[config.mk]
export PLATFORM = sky130hd
export DESIGN_NAME = seg_scan_monitor
export DESIGN_NICKNAME = d
export VERILOG_FILES = /design/src/rtl/vm_disp_pkg.sv /design/src/rtl/seg7_glyph_decode.sv /design/src/rtl/seg_scan_monitor.sv
export SDC_FILE = /design/constraint.sdc
export NUM_CORES = 1
export LEC_CHECK = 0
export CAP_MARGIN = 20
export CORE_MARGIN = 3
export CORE_UTILIZATION = 56
export CTS_BUF_LIST = sky130_fd_sc_hd__clkbuf_4 sky130_fd_sc_hd__clkbuf_8
export CTS_CLUSTER_DIAMETER = 150
export DETAILED_ROUTE_END_ITERATION = 7
export HOLD_SLACK_MARGIN = 0.03
export PLACE_DENSITY = 0.82
export REMOVE_ABC_BUFFERS = 1
export SYNTH_ARGS = -nofsm -noshare
export SYNTH_HDL_FRONTEND = slang
export SYNTH_SLANG_ARGS = --single-unit
[constraint.sdc]
create_clock -name clk -period 5.4 [get_ports clk]
set_input_delay 1.08 -clock clk [delete_from_list [all_inputs] [get_ports clk]]
set_output_delay 1.08 -clock clk [all_outputs]
set_load 0.02 [all_outputs]
[src/rtl/vm_disp_pkg.sv]
// rtl/vm_disp_pkg.sv - shared seven-segment display constants and scan helpers
package vm_disp_pkg;

  // Default number of stable samples before a scanned digit is accepted
  localparam int SETTLE_DEFAULT = 4;

  // Active-low glyphs, bit0 = segment a .. bit6 = segment g
  localparam logic [6:0] GLYPH_0 = 7'h40;
  localparam logic [6:0] GLYPH_1 = 7'h79;
  localparam logic [6:0] GLYPH_2 = 7'h24;
  localparam logic [6:0] GLYPH_3 = 7'h30;
  localparam logic [6:0] GLYPH_4 = 7'h19;
  localparam logic [6:0] GLYPH_5 = 7'h12;
  localparam logic [6:0] GLYPH_6 = 7'h02;
  localparam logic [6:0] GLYPH_7 = 7'h78;
  localparam logic [6:0] GLYPH_8 = 7'h00;
  localparam logic [6:0] GLYPH_9 = 7'h10;
  localparam logic [6:0] GLYPH_A = 7'h08;
  localparam logic [6:0] GLYPH_B = 7'h03;
  localparam logic [6:0] GLYPH_C = 7'h46;
  localparam logic [6:0] GLYPH_D = 7'h21;
  localparam logic [6:0] GLYPH_E = 7'h06;
  localparam logic [6:0] GLYPH_F = 7'h0E;

  // All segments off
  localparam logic [6:0] BLANK_CODE = 7'h7F;

  typedef enum logic [1:0] {
    DCLS_IDLE,
    DCLS_SELECT,
    DCLS_MULTI
  } digit_class_t;

  typedef enum logic [1:0] {
    ST_IDLE,
    ST_SETTLING,
    ST_HELD
  } scan_state_t;

  // No select low = idle, exactly one low = a valid select, more = bus fault
  function automatic digit_class_t classify_digit(input logic [7:0] digit);
    int zeros;
    zeros = 0;
    for (int i = 0; i < 8; i++) begin
      if (!digit[i]) zeros = zeros + 1;
    end
    if (zeros == 0) return DCLS_IDLE;
    else if (zeros == 1) return DCLS_SELECT;
    else return DCLS_MULTI;
  endfunction

  // Position of the low bit; only meaningful for a SELECT pattern
  function automatic logic [2:0] digit_index(input logic [7:0] digit);
    logic [2:0] idx;
    idx = 3'd0;
    for (int i = 0; i < 8; i++) begin
      if (!digit[i]) idx = 3'(i);
    end
    return idx;
  endfunction

endpackage

[src/rtl/seg7_glyph_decode.sv]
// rtl/seg7_glyph_decode.sv - active-low segment pattern to hex nibble decoder
module seg7_glyph_decode
  import vm_disp_pkg::*;
(
  input  logic [6:0] seg_i,
  output logic [3:0] nibble_o,
  output logic       blank_o,
  output logic       bad_o
);

  // Anything that is neither a hex glyph nor fully dark is flagged bad
  always_comb begin
    nibble_o = 4'h0;
    blank_o  = 1'b0;
    bad_o    = 1'b0;
    case (seg_i)
      GLYPH_0:    nibble_o = 4'h0;
      GLYPH_1:    nibble_o = 4'h1;
      GLYPH_2:    nibble_o = 4'h2;
      GLYPH_3:    nibble_o = 4'h3;
      GLYPH_4:    nibble_o = 4'h4;
      GLYPH_5:    nibble_o = 4'h5;
      GLYPH_6:    nibble_o = 4'h6;
      GLYPH_7:    nibble_o = 4'h7;
      GLYPH_8:    nibble_o = 4'h8;
      GLYPH_9:    nibble_o = 4'h9;
      GLYPH_A:    nibble_o = 4'hA;
      GLYPH_B:    nibble_o = 4'hB;
      GLYPH_C:    nibble_o = 4'hC;
      GLYPH_D:    nibble_o = 4'hD;
      GLYPH_E:    nibble_o = 4'hE;
      GLYPH_F:    nibble_o = 4'hF;
      BLANK_CODE: blank_o  = 1'b1;
      default:    bad_o    = 1'b1;
    endcase
  end

endmodule

[src/rtl/seg_scan_monitor.sv]
// rtl/seg_scan_monitor.sv - snoops a multiplexed 8-digit display and recovers its value
module seg_scan_monitor
  import vm_disp_pkg::*;
#(
  parameter int SETTLE = SETTLE_DEFAULT
) (
  input  logic        clk,
  input  logic        rst,
  input  logic [7:0]  DIGIT,
  input  logic [6:0]  SEG,
  output logic [31:0] disp_val,
  output logic [7:0]  disp_blank,
  output logic [7:0]  disp_bad,
  output logic        frame_done,
  output logic [31:0] frame_val,
  output logic        scan_err,
  output logic [7:0]  err_cnt
);

  localparam logic [7:0] SETTLE_W = SETTLE[7:0];

  logic [7:0]   digit_s_q, digit_p_q;
  logic [6:0]   seg_s_q, seg_p_q;
  scan_state_t  state_q, state_d;
  logic [7:0]   count_q, count_d;
  logic [7:0]   seen_q, seen_d;
  logic         capture;
  logic         err_d;
  logic         frame_hit;
  logic         changed;
  digit_class_t cls_s, cls_p;
  logic [2:0]   idx;
  logic [3:0]   dec_nibble;
  logic         dec_blank, dec_bad;
  logic [31:0]  val_d;
  logic [7:0]   blank_d, bad_d;

  seg7_glyph_decode u_decode (
    .seg_i    (seg_s_q),
    .nibble_o (dec_nibble),
    .blank_o  (dec_blank),
    .bad_o    (dec_bad)
  );

  // Input stage plus one-sample history used for change detection
  always_ff @(posedge clk) begin
    if (rst) begin
      digit_s_q <= 8'hFF;
      seg_s_q   <= 7'h7F;
      digit_p_q <= 8'hFF;
      seg_p_q   <= 7'h7F;
    end else begin
      digit_s_q <= DIGIT;
      seg_s_q   <= SEG;
      digit_p_q <= digit_s_q;
      seg_p_q   <= seg_s_q;
    end
  end

  assign changed = {digit_s_q, seg_s_q} != {digit_p_q, seg_p_q};
  assign cls_s   = classify_digit(digit_s_q);
  assign cls_p   = classify_digit(digit_p_q);
  assign idx     = digit_index(digit_s_q);

  // Settle tracking: a new pattern restarts the count, a steady one advances it
  always_comb begin
    state_d = state_q;
    count_d = count_q;
    capture = 1'b0;
    err_d   = 1'b0;
    if (changed) begin
      case (cls_s)
        DCLS_IDLE: begin
          state_d = ST_IDLE;
          count_d = 8'd0;
        end
        DCLS_MULTI: begin
          state_d = ST_IDLE;
          count_d = 8'd0;
          err_d   = (cls_p != DCLS_MULTI);
        end
        default: begin
          count_d = 8'd1;
          if (SETTLE_W == 8'd1) begin
            capture = 1'b1;
            state_d = ST_HELD;
          end else begin
            state_d = ST_SETTLING;
          end
        end
      endcase
    end else if (state_q == ST_SETTLING) begin
      count_d = count_q + 8'd1;
      if (count_d == SETTLE_W) begin
        capture = 1'b1;
        state_d = ST_HELD;
      end
    end
  end

  // Digit update and frame completion for the capture decided above
  always_comb begin
    val_d     = disp_val;
    blank_d   = disp_blank;
    bad_d     = disp_bad;
    seen_d    = seen_q;
    frame_hit = 1'b0;
    if (capture) begin
      val_d[{idx, 2'b00} +: 4] = dec_nibble;
      blank_d[idx]             = dec_blank;
      bad_d[idx]               = dec_bad;
      seen_d[idx]              = 1'b1;
      if (seen_d == 8'hFF) begin
        frame_hit = 1'b1;
        seen_d    = 8'h00;
      end
    end
  end

  // Scan FSM with all of its registered outputs
  always_ff @(posedge clk) begin
    if (rst) begin
      state_q    <= ST_IDLE;
      count_q    <= 8'd0;
      seen_q     <= 8'h00;
      disp_val   <= 32'h0;
      disp_blank <= 8'hFF;
      disp_bad   <= 8'h00;
      frame_done <= 1'b0;
      frame_val  <= 32'h0;
      scan_err   <= 1'b0;
      err_cnt    <= 8'd0;
    end else begin
      state_q    <= state_d;
      count_q    <= count_d;
      seen_q     <= seen_d;
      disp_val   <= val_d;
      disp_blank <= blank_d;
      disp_bad   <= bad_d;
      frame_done <= frame_hit;
      if (frame_hit) frame_val <= val_d;
      scan_err   <= err_d;
      if (err_d && err_cnt != 8'hFF) err_cnt <= err_cnt + 8'd1;
    end
  end

endmodule
* After elaboration in Yosys (flattened, before gate mapping)
Cells that the tools add are included.
Storage, ports and cells: register bits after elaboration 138, logic and storage cells 123, output and inout port bits 90, input bits 17
Operators by class: $add $sub $neg 17, reductions and logical operators 11, muxes and demuxes 51, order comparisons 2, eq/ne operators 25, shifts and indexed selects 2, bitwise gates (word level) 1
Operators with widths (number):
- 32-bit 2-to-1 mux | 15
- 32-bit by 2-bit adder with 32-bit output (second input constant) | 14
- 32-bit by 2-bit == test with 1-bit output (second input constant) | 2
- 32-bit zero test | 2
- 4-bit case mux with 15 select lines | 1
- 7-bit == test (second input constant) | 5
- 32-bit bitwise mux | 1
- 4-bit by 7-bit variable shift with 32-bit output (first input constant) | 1
- 4-bit by 7-bit indexed part select with 32-bit output | 1
- 8-bit 2-to-1 mux | 3
- 7-bit by 5-bit == test with 1-bit output (second input constant) | 3
- 7-bit by 6-bit == test with 1-bit output (second input constant) | 3
- 3-bit 2-to-1 mux | 6
- 17-bit OR reduction | 1
- 8-bit by 1-bit adder with 8-bit output (second input constant) | 2
- 8-bit bitwise mux | 2
- 1-bit 2-to-1 mux | 15
- 15-bit inequality test | 1
- 7-bit by 2-bit == test with 1-bit output (second input constant) | 2
- 7-bit by 4-bit == test with 1-bit output (second input constant) | 2
- 2-bit 2-to-1 mux | 7
- 8-bit by 3-bit == test with 1-bit output (second input constant) | 1
- 8-bit == test (second input constant) | 1
- 8-bit inequality test (second input constant) | 1
- 15 further kinds | 17

* Longest topological paths before layout
word-level depth 22, depth in mapped cells 25, depth with buffers taken out 24

* Cells and area by module
From an unflattened synthesis, not the netlist that was laid out.
Unflattened totals: cell total of the unflattened synthesis 757, area total of the unflattened synthesis 6816.5 um^2
Modules (own cells, without submodules):
- seg_scan_monitor | instances 1, area an instance 6442.4 um^2, seq. area each 2762.6 um^2, cells each 703
- seg7_glyph_decode | instances 1, area an instance 374.1 um^2, seq. area each 0.0 um^2, cells each 54

* Worst setup path after synthesis
No wires, ideal clock.
path type register to register, from register digit_s_q[0], to register err_cnt[3], cell stages (with the launch flop) 25, library setup time 0.123 ns, path slack 0.513 ns, required time 5.277 ns, arrival 4.764 ns, path buffers 1, period minus slack after synthesis 4.887 ns, path through dfxtp_1 -> inv_1 -> ha_1 -> xnor2_1 -> ha_1 -> nand2b_1 -> nand2_1 -> ha_1 -> nor2b_1 -> a311oi_1 -> inv_1 -> ha_1 -> nor2_1 -> a21oi_1 -> ha_1 -> nor2b_1 -> a21o_1 -> ha_1 -> a21oi_1 -> a41oi_1 -> a222oi_1 -> o221a_4 -> buf_6 -> nor4b_2 -> mux2_1
Between the ends: longest elaborated chain between the ends 22, elaborated cells on any way between the ends 24, those cells by class add/sub: 7; eq/ne: 3; mux: 12; reduce/logical: 2
RTL lines:
- start: declaration | RTL line seg_scan_monitor.sv:22 | logic [7:0] digit_s_q, digit_p_q;
- start signal: assignment | RTL line seg_scan_monitor.sv:48 | digit_s_q <= 8'hFF;
- start signal: assignment | RTL line seg_scan_monitor.sv:53 | digit_s_q <= DIGIT;
- 1-bit 2-to-1 mux | RTL line vm_disp_pkg.sv:45 | if (!digit[i]) zeros = zeros + 1;
- 32-bit by 2-bit adder with 32-bit output | RTL line vm_disp_pkg.sv:45
- 32-bit 2-to-1 mux | RTL line vm_disp_pkg.sv:45
- 32-bit by 2-bit adder with 32-bit output | RTL line vm_disp_pkg.sv:45
- 32-bit 2-to-1 mux | RTL line vm_disp_pkg.sv:45
- 32-bit by 2-bit adder with 32-bit output | RTL line vm_disp_pkg.sv:45
- 32-bit 2-to-1 mux | RTL line vm_disp_pkg.sv:45
- 32-bit by 2-bit adder with 32-bit output | RTL line vm_disp_pkg.sv:45
- (+6 left out)
- 32-bit 2-to-1 mux | RTL line vm_disp_pkg.sv:45
- 32-bit by 2-bit == test with 1-bit output | RTL line vm_disp_pkg.sv:48 | else if (zeros == 1) return DCLS_SELECT;
- 2-bit 2-to-1 mux | RTL line vm_disp_pkg.sv:48
- 2-bit 2-to-1 mux | RTL line vm_disp_pkg.sv:47 | if (zeros == 0) return DCLS_IDLE;
- 2-bit == test | RTL line seg_scan_monitor.sv:72 | case (cls_s)
- 1-bit 2-to-1 mux | RTL line seg_scan_monitor.sv:72
- 1-bit 2-to-1 mux (*) | RTL line seg_scan_monitor.sv:71 | if (changed) begin
- 1-bit logical AND (*) | RTL line seg_scan_monitor.sv:143 | if (err_d && err_cnt != 8'hFF) err_cnt <= err_cnt + 8'd1;
- end signal: assignment | RTL line seg_scan_monitor.sv:143
- end: declaration | RTL line seg_scan_monitor.sv:17 | output logic [7:0] err_cnt
Every way passes the cells marked *; elsewhere a longest branch is shown, timed or not. A chain may end at the register's enable or synchronous reset.

* Worst setup path after layout
from register digit_s_q[1], to register err_cnt[0]
Between the ends: longest elaborated chain between the ends 20, elaborated cells on any way between the ends 22, those cells by class add/sub: 6; eq/ne: 3; mux: 11; reduce/logical: 2
RTL lines (RTL line):
- 32-bit 2-to-1 mux | vm_disp_pkg.sv:45
- 32-bit by 2-bit adder with 32-bit output | vm_disp_pkg.sv:45
- 32-bit 2-to-1 mux | vm_disp_pkg.sv:45
- 32-bit by 2-bit adder with 32-bit output | vm_disp_pkg.sv:45
- 32-bit 2-to-1 mux | vm_disp_pkg.sv:45
- 32-bit by 2-bit adder with 32-bit output | vm_disp_pkg.sv:45
- 32-bit 2-to-1 mux | vm_disp_pkg.sv:45
- 32-bit by 2-bit adder with 32-bit output | vm_disp_pkg.sv:45
- (+4 left out)
- 32-bit 2-to-1 mux | vm_disp_pkg.sv:45
- 32-bit by 2-bit == test with 1-bit output | vm_disp_pkg.sv:48
- 2-bit 2-to-1 mux | vm_disp_pkg.sv:48
- 2-bit 2-to-1 mux | vm_disp_pkg.sv:47
- 2-bit == test | seg_scan_monitor.sv:72
- 1-bit 2-to-1 mux | seg_scan_monitor.sv:72
- 1-bit 2-to-1 mux (*) | seg_scan_monitor.sv:71
- 1-bit logical AND (*) | seg_scan_monitor.sv:143
Marks and branches as above.

==> impl_metrics.tcl <==
set metrics [dict create \
    status "finished, final reports clean" \
    row_count 40 \
    grt_pass1_vias 5863 \
    ys_types 84 \
    powerDensity_nw_per_um2 271 \
    fillCellCount 938 \
    core_area_um2 12100 \
    final_cell_mix "dfxtp_1 (137), clkdlybuf4s50_1 (105), nor2_1 (91)" \
    worst_skew_pair.late_latency_ns 0.45 \
    syn_to_final_growth_pct 23.0 \
    ir_drop_mv 0.199 \
    cp-end-kind "flop" \
    final_cells 1030 \
    portBuffers 106 \
    max_cap_violations 0 \
    worst_slew_pin_slew_ns 0.945 \
    crit_required_ns 5.76 \
    critPathKind "reg2reg" \
    overflow 0 \
    cts_buffers 17 \
    post-route-drc-count 0 \
    crit_path_max_fanout 10 \
    nets 890 \
    syn_area_um2 6990 \
    p_leak_uw 0.00330 \
    grt_usage_pct 25.3 \
    cp_slowest_cell "or4_1" \
    post_drt_wl_per_cell_um 17.0 \
    hpwl_um 12400 \
    synth-edff-count 0 \
    cts_max_path_buffers 2 \
    final_common_cell "dfxtp_1" \
    grt_pass1_wl_um 29000 \
    start_kind "flop" \
    skew_ns 0.0198 \
    synth-main-ff-cell "dfxtp_1" \
    drtPass1Iterations 5 \
    htree_levels 4 \
    max_freq_ghz 0.196 \
    root_buffer "clkbuf_8" \
    clock_sinks 138 \
    synthArstFlopShare_pct 0 \
    antennaDiodeCount 0 \
    grt_max_degree 60 \
    relSlewSlack_pct 37.0 \
    synth_area_per_cell_um2 9.14 \
    drv_slew 0 \
    place_congestion 0.871 \
    worstPathArrival_ns 5.46 \
    num_vias 5876 \
    crit_chain "inv_1, ha_2, xnor2_2, ha_1, nand2b_1, nand2_1, ha_1, nor2b_1, a311oi_2, inv_1, ha_1, nor2_2, a21oi_1, ha_1, nor2b_2, a21o_1, ha_1, nor4b_1, o221a_4, buf_4, or4_1, a21oi_1" \
    clk_pin_slew_ns 0.07 \
    finalCritPeriodShare_pct 94.5 \
    seq_area_frac_synth_pct 39.5 \
    pin_count 107 \
    hold_viol 0 \
    setup_viol 0 \
    initial_core_util_pct 57.7 \
    ant_nets 0 \
    yosys_warnings 0 \
    grt_antenna_before_repair 0 \
    wl_um 17500 \
    cts_tree "done" \
    dp_cells 993 \
    hp-class "reg2reg" \
    yosys_register_bits 138 \
    critPathMaxStageDelay_ns 0.49 \
    synthCells 765 \
    path_common_cell "ha_1" \
    fp.dieArea_um2 13900 \
    dieHeight_um 118 \
    finalCriticalPeriod_ns 5.10 \
    drt_iter0_markers 361 \
    via_per_inst 5.70 \
    die_w_um 118 \
    hold_slack_ns 0.467 \
    drive_above_1_share_pct 11.1 \
]
## where the power goes
part	total (uW)	switching (uW)	leakage (uW)	internal [uW]
clock network	913	396	0.000216	516
registers	1080	38.3	0.00112	1040
logic	340	182	0.00196	158
total	2330	616	0.00330	1710
## path summary, 6_finish.rpt
kind / to / slack [ns] / cells past startpoint / start
max: err_cnt[0] / 0.30 / 22 / digit_s_q[1]
min: frame_val[30] / 0.47 / 1 / frame_val[30]
max reg2reg: err_cnt[0] / 0.30 / 22 / digit_s_q[1]
min reg2reg: frame_val[30] / 0.47 / 1 / frame_val[30]
## Yosys cell counts (7+ instances only)
cell type  count  share of area [%]
dfxtp_1      138                 40
nor2_1        92                4.9
mux2i_1       52                7.4
nand2_1       42                2.3
clkbuf_1      41                2.2
or2_2         25                2.2
inv_1         24                1.3
ha_1          22                3.9
nor2b_1       20                1.8
nor3_1        19                1.4
xor2_1        19                2.4
a211oi_1      18                1.9
a21oi_1       18                1.3
xnor2_1       18                2.3
nand2b_1      16                1.4
nand3_1       15                1.1
o2bb2ai_1     12                1.5
nand4_1       10               0.90
nor3b_1        9               0.97
o21a_1         9               0.97
nand3b_1       8               0.86
and2_1         7               0.63
buf_2          7               0.50
nor4b_1        7               0.88
## metrics by stage
stage          utilization [%]  worst slack, ns  instance area (um2)  total power (uW)  setup TNS (ns)
6_report                  71.0            0.299                 8590              2330               0
5_1_grt                   71.0          -0.0378                 8590              2420          -0.137
4_1_cts                   70.2           0.0427                 8510              2310               0
3_5_place_dp              66.7            0.113                 8080              1410               0
3_3_place_gp              66.7            0.395                 8080              1390               0
2_1_floorplan                -            0.507                 6780              1310               0
## cell type report
type | instances | area, um2 | share of cell area [%]
multi-input combinational | 551 | 3960 | 46.0
clock inverter | 11 | 169 | 1.97
inverter | 25 | 93.8 | 1.09
timing repair buffer | 118 | 1150 | 13.3
clock buffer | 19 | 255 | 2.97
tap | 168 | 210 | 2.45
sequential | 138 | 2760 | 32.2
## registers in the layout, indices dropped and copies added, names as in the netlist
signal	flops
count_q	8
disp_val	32
digit_s_q	8
seen_q	8
state_q	2
frame_done	1
frame_val	32
disp_blank	8
disp_bad	8
err_cnt	8
seg_s_q	7
seg_p_q	7
digit_p_q	8
scan_err	1
## worst max-delay path, delay by kind of cell, from the launching register on
| kind | cells | cell delay, ns |
|---|---|---|
| flip-flops | 1 | 0.39 |
| AO/OA/AOI/OAI | 5 | 1.17 |
| adder cells (fa/ha/maj) | 6 | 1.74 |
| buffers and inverters | 3 | 0.32 |
| XOR/XNOR | 1 | 0.15 |
| AND/OR/NAND/NOR | 7 | 1.25 |
## layer usage
layer	track usage, %	wire length (um)	vias up
met4	7.69	315	0
met1	31.0	7510	2797
met5	0	0	-
li1	-	-	2875
met3	8.84	1210	24
met2	41.8	8460	180
## what timing repair did
action | in CTS | in global routing
endpoints found under the setup margin | 0 | 11
buffers inserted | 0 | 7
resized for setup | 0 | 8
hold buffers | 0 | 0
## kinds of logic after synthesis
kind of cell | synth area share, %
multiplexers | 8.41
flip-flops | 39.5
buffers and inverters | 4.37
adder cells (fa/ha/maj) | 3.94
AO/OA/AOI/OAI | 13.0
XOR/XNOR | 6.50
AND/OR/NAND/NOR | 24.3
Note: power is estimated with default switching activity, not from simulation.
